--- config.mk ---
export PLATFORM = sky130hd
export DESIGN_NAME = dmem_bridge
export DESIGN_NICKNAME = d
export VERILOG_FILES = /design/src/rtl/mem_pkg.sv /design/src/rtl/bus_timer.sv /design/src/rtl/dmem_bridge.sv
export SDC_FILE = /design/constraint.sdc
export NUM_CORES = 1
export LEC_CHECK = 0
export ABC_AREA = 0
export ABC_CLOCK_PERIOD_IN_PS = 2110
export BUFFER_PORTS_ARGS = -buffer_cell sky130_fd_sc_hd__buf_4
export CAP_MARGIN = 25
export CORE_ASPECT_RATIO = 1.25
export CORE_MARGIN = 4
export CORE_UTILIZATION = 49
export CTS_BUF_LIST = sky130_fd_sc_hd__clkbuf_4 sky130_fd_sc_hd__clkbuf_8
export CTS_CLUSTER_SIZE = 16
export DETAILED_ROUTE_END_ITERATION = 16
export MAX_ROUTING_LAYER = met4
export PLACE_DENSITY = 0.92
export SKIP_CTS_REPAIR_TIMING = 1
export SLEW_MARGIN = 20
export SYNTH_ARGS = -nofsm -noshare
export SYNTH_HDL_FRONTEND = slang
export SYNTH_SLANG_ARGS = --single-unit
--- constraint.sdc ---
create_clock -name clk -period 2.11 [get_ports clk]
set_input_delay 0.422 -clock clk [delete_from_list [all_inputs] [get_ports clk]]
set_output_delay 0.422 -clock clk [all_outputs]
set_load 0.1 [all_outputs]
--- src/rtl/mem_pkg.sv ---
// Shared definitions for the data-memory bridge: FSM state encoding,
// default bus timeout and the value returned by a failed load.
package mem_pkg;

  typedef enum logic [1:0] {
    IDLE = 2'd0,
    WAIT = 2'd1,
    DONE = 2'd2
  } state_t;

  // Default number of WAIT cycles before an unanswered request is abandoned.
  localparam int TIMEOUT_DEF = 15;

  // A failed load returns all zeros; replicate this bit to the data width.
  localparam logic ERR_RDATA_BIT = 1'b0;

endpackage

--- src/rtl/bus_timer.sv ---
// Saturating WAIT-cycle counter for the memory bridge. 'expired' flags the
// last permitted WAIT cycle so the FSM can abandon the request on that edge.
module bus_timer #(
  parameter int TIMEOUT = 15
) (
  input  logic clk,
  input  logic reset,
  input  logic clear,
  input  logic enable,
  output logic expired
);

  localparam int CW = $clog2(TIMEOUT + 1);

  logic [CW-1:0] cnt;

  // Count enabled cycles; clear has priority and the count sticks at TIMEOUT.
  always_ff @(posedge clk or negedge reset) begin
    // NOTE: sequential state uses non-blocking assignments so every flop
    // samples pre-edge values regardless of block ordering.
    if (!reset) begin
      cnt <= '0;
    end else if (clear) begin
      cnt <= '0;
    end else if (enable && (cnt != CW'(TIMEOUT))) begin
      cnt <= cnt + CW'(1);
    end
  end

  assign expired = (cnt == CW'(TIMEOUT - 1));

endmodule

--- src/rtl/dmem_bridge.sv ---
// Data-memory bridge: turns the single-cycle core's load/store into a
// req/ack bus transaction and stalls the core until it finishes, times out,
// or is rejected for misalignment.
module dmem_bridge
  import mem_pkg::*;
#(
  parameter int ADDR_W  = 32,
  parameter int DATA_W  = 32,
  parameter int TIMEOUT = TIMEOUT_DEF
) (
  input  logic              clk,
  input  logic              reset,
  input  logic              memread,
  input  logic              memwrite,
  input  logic [ADDR_W-1:0] addr,
  input  logic [DATA_W-1:0] writedata,
  output logic [DATA_W-1:0] readdata,
  output logic              stall,
  output logic              err,
  output logic              bus_req,
  output logic              bus_we,
  output logic [ADDR_W-1:0] bus_addr,
  output logic [DATA_W-1:0] bus_wdata,
  input  logic [DATA_W-1:0] bus_rdata,
  input  logic              bus_ack
);

  localparam logic [DATA_W-1:0] ERR_RDATA = {DATA_W{ERR_RDATA_BIT}};

  state_t state;
  logic   access;
  logic   aligned;
  logic   expired;

  assign access  = memread | memwrite;
  assign aligned = (addr[1:0] == 2'b00);

  // Timer runs only while waiting for an ack and restarts from every IDLE.
  bus_timer #(
    .TIMEOUT (TIMEOUT)
  ) u_timer (
    .clk     (clk),
    .reset   (reset),
    .clear   (state == IDLE),
    .enable  ((state == WAIT) && !bus_ack),
    .expired (expired)
  );

  // Freeze the core from the request cycle until DONE; gating with reset
  // makes stall fall the instant reset asserts, even with memread held high.
  assign stall = reset && (((state == IDLE) && access) || (state == WAIT));

  // Transaction FSM with registered bus outputs, result and error flag.
  always_ff @(posedge clk or negedge reset) begin
    // NOTE: capture registers are reset too, so the bus never presents
    // unknown address/data values after power-up.
    if (!reset) begin
      state     <= IDLE;
      bus_req   <= 1'b0;
      bus_we    <= 1'b0;
      bus_addr  <= '0;
      bus_wdata <= '0;
      readdata  <= ERR_RDATA;
      err       <= 1'b0;
    end else begin
      case (state)
        IDLE: begin
          err <= 1'b0;
          if (access) begin
            if (aligned) begin
              // A simultaneous read+write proceeds as a store.
              bus_addr  <= addr;
              bus_wdata <= writedata;
              bus_we    <= memwrite;
              bus_req   <= 1'b1;
              state     <= WAIT;
            end else begin
              err      <= 1'b1;
              readdata <= ERR_RDATA;
              state    <= DONE;
            end
          end
        end
        WAIT: begin
          // The ack outranks a timeout that lands in the same cycle.
          if (bus_ack) begin
            if (!bus_we) begin
              readdata <= bus_rdata;
            end
            bus_req <= 1'b0;
            err     <= 1'b0;
            state   <= DONE;
          end else if (expired) begin
            if (!bus_we) begin
              readdata <= ERR_RDATA;
            end
            bus_req <= 1'b0;
            err     <= 1'b1;
            state   <= DONE;
          end
        end
        DONE: begin
          err   <= 1'b0;
          state <= IDLE;
        end
        default: begin
          bus_req <= 1'b0;
          err     <= 1'b0;
          state   <= IDLE;
        end
      endcase
    end
  end

endmodule

[Word level (Yosys, flattened, before mapping)]
Index checks and enable logic that the tools add are counted.
Word-level totals
  bits in registers: 105
  latch bits: 0
  RAM bits: 0
  ROM bits: 0
  bits of input ports: 101
  output and inout bits: 100
  logic and storage cells: 59
  memories: 0
Operators by class
  add/subtract/negate cells: 1
  multipliers: 0
  divide/modulo/power cells: 0
  magnitude comparators: 0
  eq/ne operators: 10
  shifts and indexed selects: 0
  muxes and demuxes: 24
  bitwise operators: 2
  reductions and logical operators: 14
Operator list (number)
  $mux 32: 6
  $pmux 32 s2: 1
  $ne 3x3->1 const B: 3
  $mux 1: 8
  $mux 2: 4
  $mux 4: 2
  $ne 2x2->1 const B: 3
  $reduce_and 6->1: 1
  $add 4x1->4 const B: 1
  $eq 4x4->1 const B: 1
  $logic_and 1x1->1: 4
  $logic_not 2->1: 2
  $ne 4x4->1 const B: 1
  $pmux 2 s2: 1
  $reduce_and 4->1: 1
  $reduce_bool 2->1: 2
  $pmux 1 s3: 1
  $reduce_and 3->1: 1
  $eq 2x1->1 const B: 1
  $eq 2x2->1 const B: 1
  $pmux 1 s2: 1
  $reduce_and 2->1: 1
  $logic_not 1->1: 1
  $logic_or 1x1->1: 1
  other kinds (2): 2

[Logic depth before layout (Yosys ltp)]
  depth after elaboration: 5
  depth in mapped cells: 6
  depth with buffers taken out: 5

[Cells and area by module]
A second synthesis with hierarchy kept.
Second synthesis, totals
  cell total of the unflattened synthesis: 322
  area total of the unflattened synthesis: 4506.8 um2
By module, submodules not included
  dmem_bridge: times used 1, cells each 299, area each 4255.3 um2, seq. area each 2527.4 um2
  bus_timer: times used 1, cells each 23, area each 251.5 um2, seq. area each 100.1 um2

[Worst setup path before layout]
OpenSTA, ideal clock, no wires.
  path type: in2out
  start point: input memwrite
  end point: output stall
  arrival time: 2766 ps
  data required time: 1688 ps
  setup slack: -1078 ps
  stages: 3
  buffers on the path: 0
  path through: or2_1 > nor2_1 > nor3b_1
Between the ends
  word-level cells in the longest chain between the ends: 4
Ends and longest elaborated chain
  start, declared: line dmem_bridge.sv:14  | input logic memwrite,
  $or 1x1->1: line dmem_bridge.sv:35  | assign access = memread | memwrite;
  $logic_and 1x1->1: line dmem_bridge.sv:51  | assign stall = reset && (((state == IDLE) && access) || (state == WAIT));
  $logic_or 1x1->1: line dmem_bridge.sv:51
  $logic_and 1x1->1: line dmem_bridge.sv:51
  end, declared: line dmem_bridge.sv:18  | output logic stall,
Every way passes these cells.

[Worst setup path in the final report]
  start point: register state[1]
  end point: register bus_addr[12]
Between the ends
  word-level cells in the longest chain between the ends: 2
Ends and longest elaborated chain
  start, declared: line dmem_bridge.sv:30  | state_t state;
  start signal, assigned: line dmem_bridge.sv:58  | state <= IDLE;
  start signal, assigned: line dmem_bridge.sv:76  | state <= WAIT;
  start signal, assigned: line dmem_bridge.sv:80  | state <= DONE;
  $logic_not 2->1: line dmem_bridge.sv:66  | case (state)
  $reduce_and 3->1 (no source line)
  end signal, assigned: line dmem_bridge.sv:72  | bus_addr <= addr;
  end, declared: line dmem_bridge.sv:22  | output logic [ADDR_W-1:0] bus_addr,
Every way passes these cells.
A chain may end at the register's enable or synchronous reset.

==> results_dict.tcl <==
set metrics [dict create \
    status "finished, final reports clean" \
    report.final.slew_viol_count 0 \
    std_cell_rows 39 \
    root_buffer "clkbuf_8" \
    finalHoldViolCount 0 \
    worstMarginPinSlew_ps 711 \
    yosysWarnings 0 \
    firstDrtPassIters 4 \
    ir_drop_mv 0.831 \
    synth_area_leaders "dfrtp_1 (58%), mux2_1 (12%), a22oi_1 (5.3%), o211ai_1 (5.3%), nand3_1 (4.2%)" \
    async_flop_share_pct 100 \
    via_per_inst 5.42 \
    clkTransAtPathRegs_ps 100 \
    fmax_ghz 0.503 \
    first_global_vias 3737 \
    finalPower_mw 10.6 \
    synth-compound-area-share_pct 12.1 \
    drt_first_iter_violations 195 \
    yosys.area.top_type "dfrtp_1" \
    syn_area_per_cell_sq_um 12.5 \
    dp.cells 677 \
    dp_hpwl_mm 9.52 \
    routabilityCongestion 0.771 \
    leakagePower_nw 2.97 \
    r2r_setup_slack_ps 120 \
    clk_path_buf_depth 2 \
    critical_path_required_ps 2350 \
    synthMuxAreaShare_pct 15.7 \
    slew_headroom_pct 52.6 \
    ant_nets 0 \
    cts_sinks 105 \
    min_period_ps 1990 \
    worstReg2RegStart "state[1]" \
    seq_area_frac_synth_pct 57.6 \
    finalNetCount 669 \
    worst-setup-path-type "flop to flop" \
    num_vias 3764 \
    skew_ps 10.8 \
    grt_setup_unrepaired "no" \
    n_antenna_cell 0 \
    setup_tns_ps 0 \
    crit_path_start_kind "flop" \
    syn_area_sq_um 4560 \
    grt_pass1_wl_mm 19.2 \
    area_growth_pct 41.0 \
    grt_max_degree 52 \
    ys_ff_latch 105 \
    num_io_pins 201 \
    final_cells 694 \
    cts_tree "built" \
    wl_mm 12.6 \
    io_buffers 200 \
    critical_path_arrival_ps 2230 \
    drive_gt1_share_pct 44.1 \
    track_usage_pct 23.4 \
    synthesis.instances 366 \
    ys_top_cells_by_count "dfrtp_1 (105), mux2_1 (47), nand3_1 (38), inv_1 (34)" \
    cts_buffers 9 \
    r2r_cells 4 \
    initial_core_util_pct 50.0 \
    antenna_found_initial 0 \
    coreArea_sq_um 9130 \
    cap_viol_max_count 0 \
    synth_top_area_share_pct 57.6 \
    p_per_area_nw_per_um2 1650 \
    netlist-cell-type-count 34 \
    syn_nets 469 \
    clkLatencyLatePin_ps 370 \
    place_ws_ps 115 \
    crit-reg2reg-capture "bus_addr[12]" \
    die_w_um 94.3 \
    synth_top_family_by_area "multiplexers" \
    ctsHtreeMaxLevel 3 \
    synth_most_common_cell "dfrtp_1" \
    path_max_fanout 18 \
    dieArea_sq_um 10900 \
    synth_ff_type "dfrtp_1" \
    endpoint_kind "flop" \
    grt_remaining_overflow 0 \
    chipHeight_um 116 \
    synth-adder-area-share_pct 0.548 \
    worst_slack_ps 121 \
    synth_xor_area_share_pct 0 \
    synth_edf_count 0 \
    fin_crit_sh_pct 94.3 \
    wl_per_cell_um 18.1 \
    hp-class "input pin to asynchronous set/reset pin" \
    drc 0 \
    synth-simple-area-share_pct 7.40 \
    setup_viol 0 \
]
[final cells by class]
| class | instances | area [sq um] |
|---|---|---|
| Timing Repair Buffer | 215 | 1660 |
| Multi-Input combinational cell | 201 | 1660 |
| Clock inverter | 6 | 62.6 |
| Tap cell | 123 | 154 |
| Sequential cell | 105 | 2630 |
| Clock buffer | 10 | 138 |
| Fill cell | 575 | 2690 |
| Inverter | 34 | 128 |
[worst max path at each step]
stage | startpoint | to | slack [ps]
after CTS | state[1] | bus_addr[31] | 110
final | state[1] | bus_addr[12] | 120
after global placement | state[1] | readdata[3] | 220
after global routing | state[1] | bus_addr[12] | 20
after detailed placement | addr[1] | bus_wdata[12] | 110
after floorplan | bus_we | readdata[10] | 180
[kinds of logic after synthesis]
family,Yosys count
and+or+nand+nor,59
DFF,105
adders and majority gates,2
muxes,64
AOI/OAI and AO/OA,76
buffers and inverters,60
[flip-flops by register name, indices dropped and copies added (netlist names)]
name / count
bus_wdata: 32
readdata: 32
bus_we: 1
bus_addr: 32
bus_req: 1
u_timer.cnt: 4
err: 1
state: 2
[worst max-delay path, cell delays in order (launching register included)]
cell	delay [ps]
dfrtp_1	480
nor4_2	410
and2_2	400
buf_12	200
mux2_1	370
[stage by stage]
stage / util [%] / cell area [sq um] / hold WS (ps)
5_1_grt: 70.5 / 6430 / 186
3_5_place_dp: 68.2 / 6220 / 298
3_3_place_gp: 68.0 / 6210 / 302
2_1_floorplan: - / 4570 / 126
6_report: 70.5 / 6430 / 167
4_1_cts: 70.4 / 6420 / -113
[power breakdown]
part,switching (mW),total (mW),internal [mW]
logic,5.13,6.42,1.29
clock network,0.737,1.23,0.491
registers,0.391,2.99,2.60
total,6.25,10.6,4.38
[layout by cell type (no fill, tap or decap), drive strengths merged, types with 2 or more instances in the layout]
cell type,count
mux2,62
mux2i,2
clkinv,4
clkbuf,10
nand3,38
o211ai,32
ha,2
nand2,3
dfrtp,105
a22oi,32
a21oi,4
nor3,2
o21ai,5
nor3b,2
and2,2
nor2b,2
buf,214
nor2,2
inv,36
[per-layer routing]
metal | part of all wire (%) | wire length (um) | GRT usage [%]
met1 | 37 | 4610 | 27.6
met2 | 51 | 6400 | 38.1
met3 | 10 | 1250 | 6.56
met4 | 2.4 | 306 | 9.06
met5 | 0 | 0 | -
Note: power is estimated with default switching activity, not from simulation.
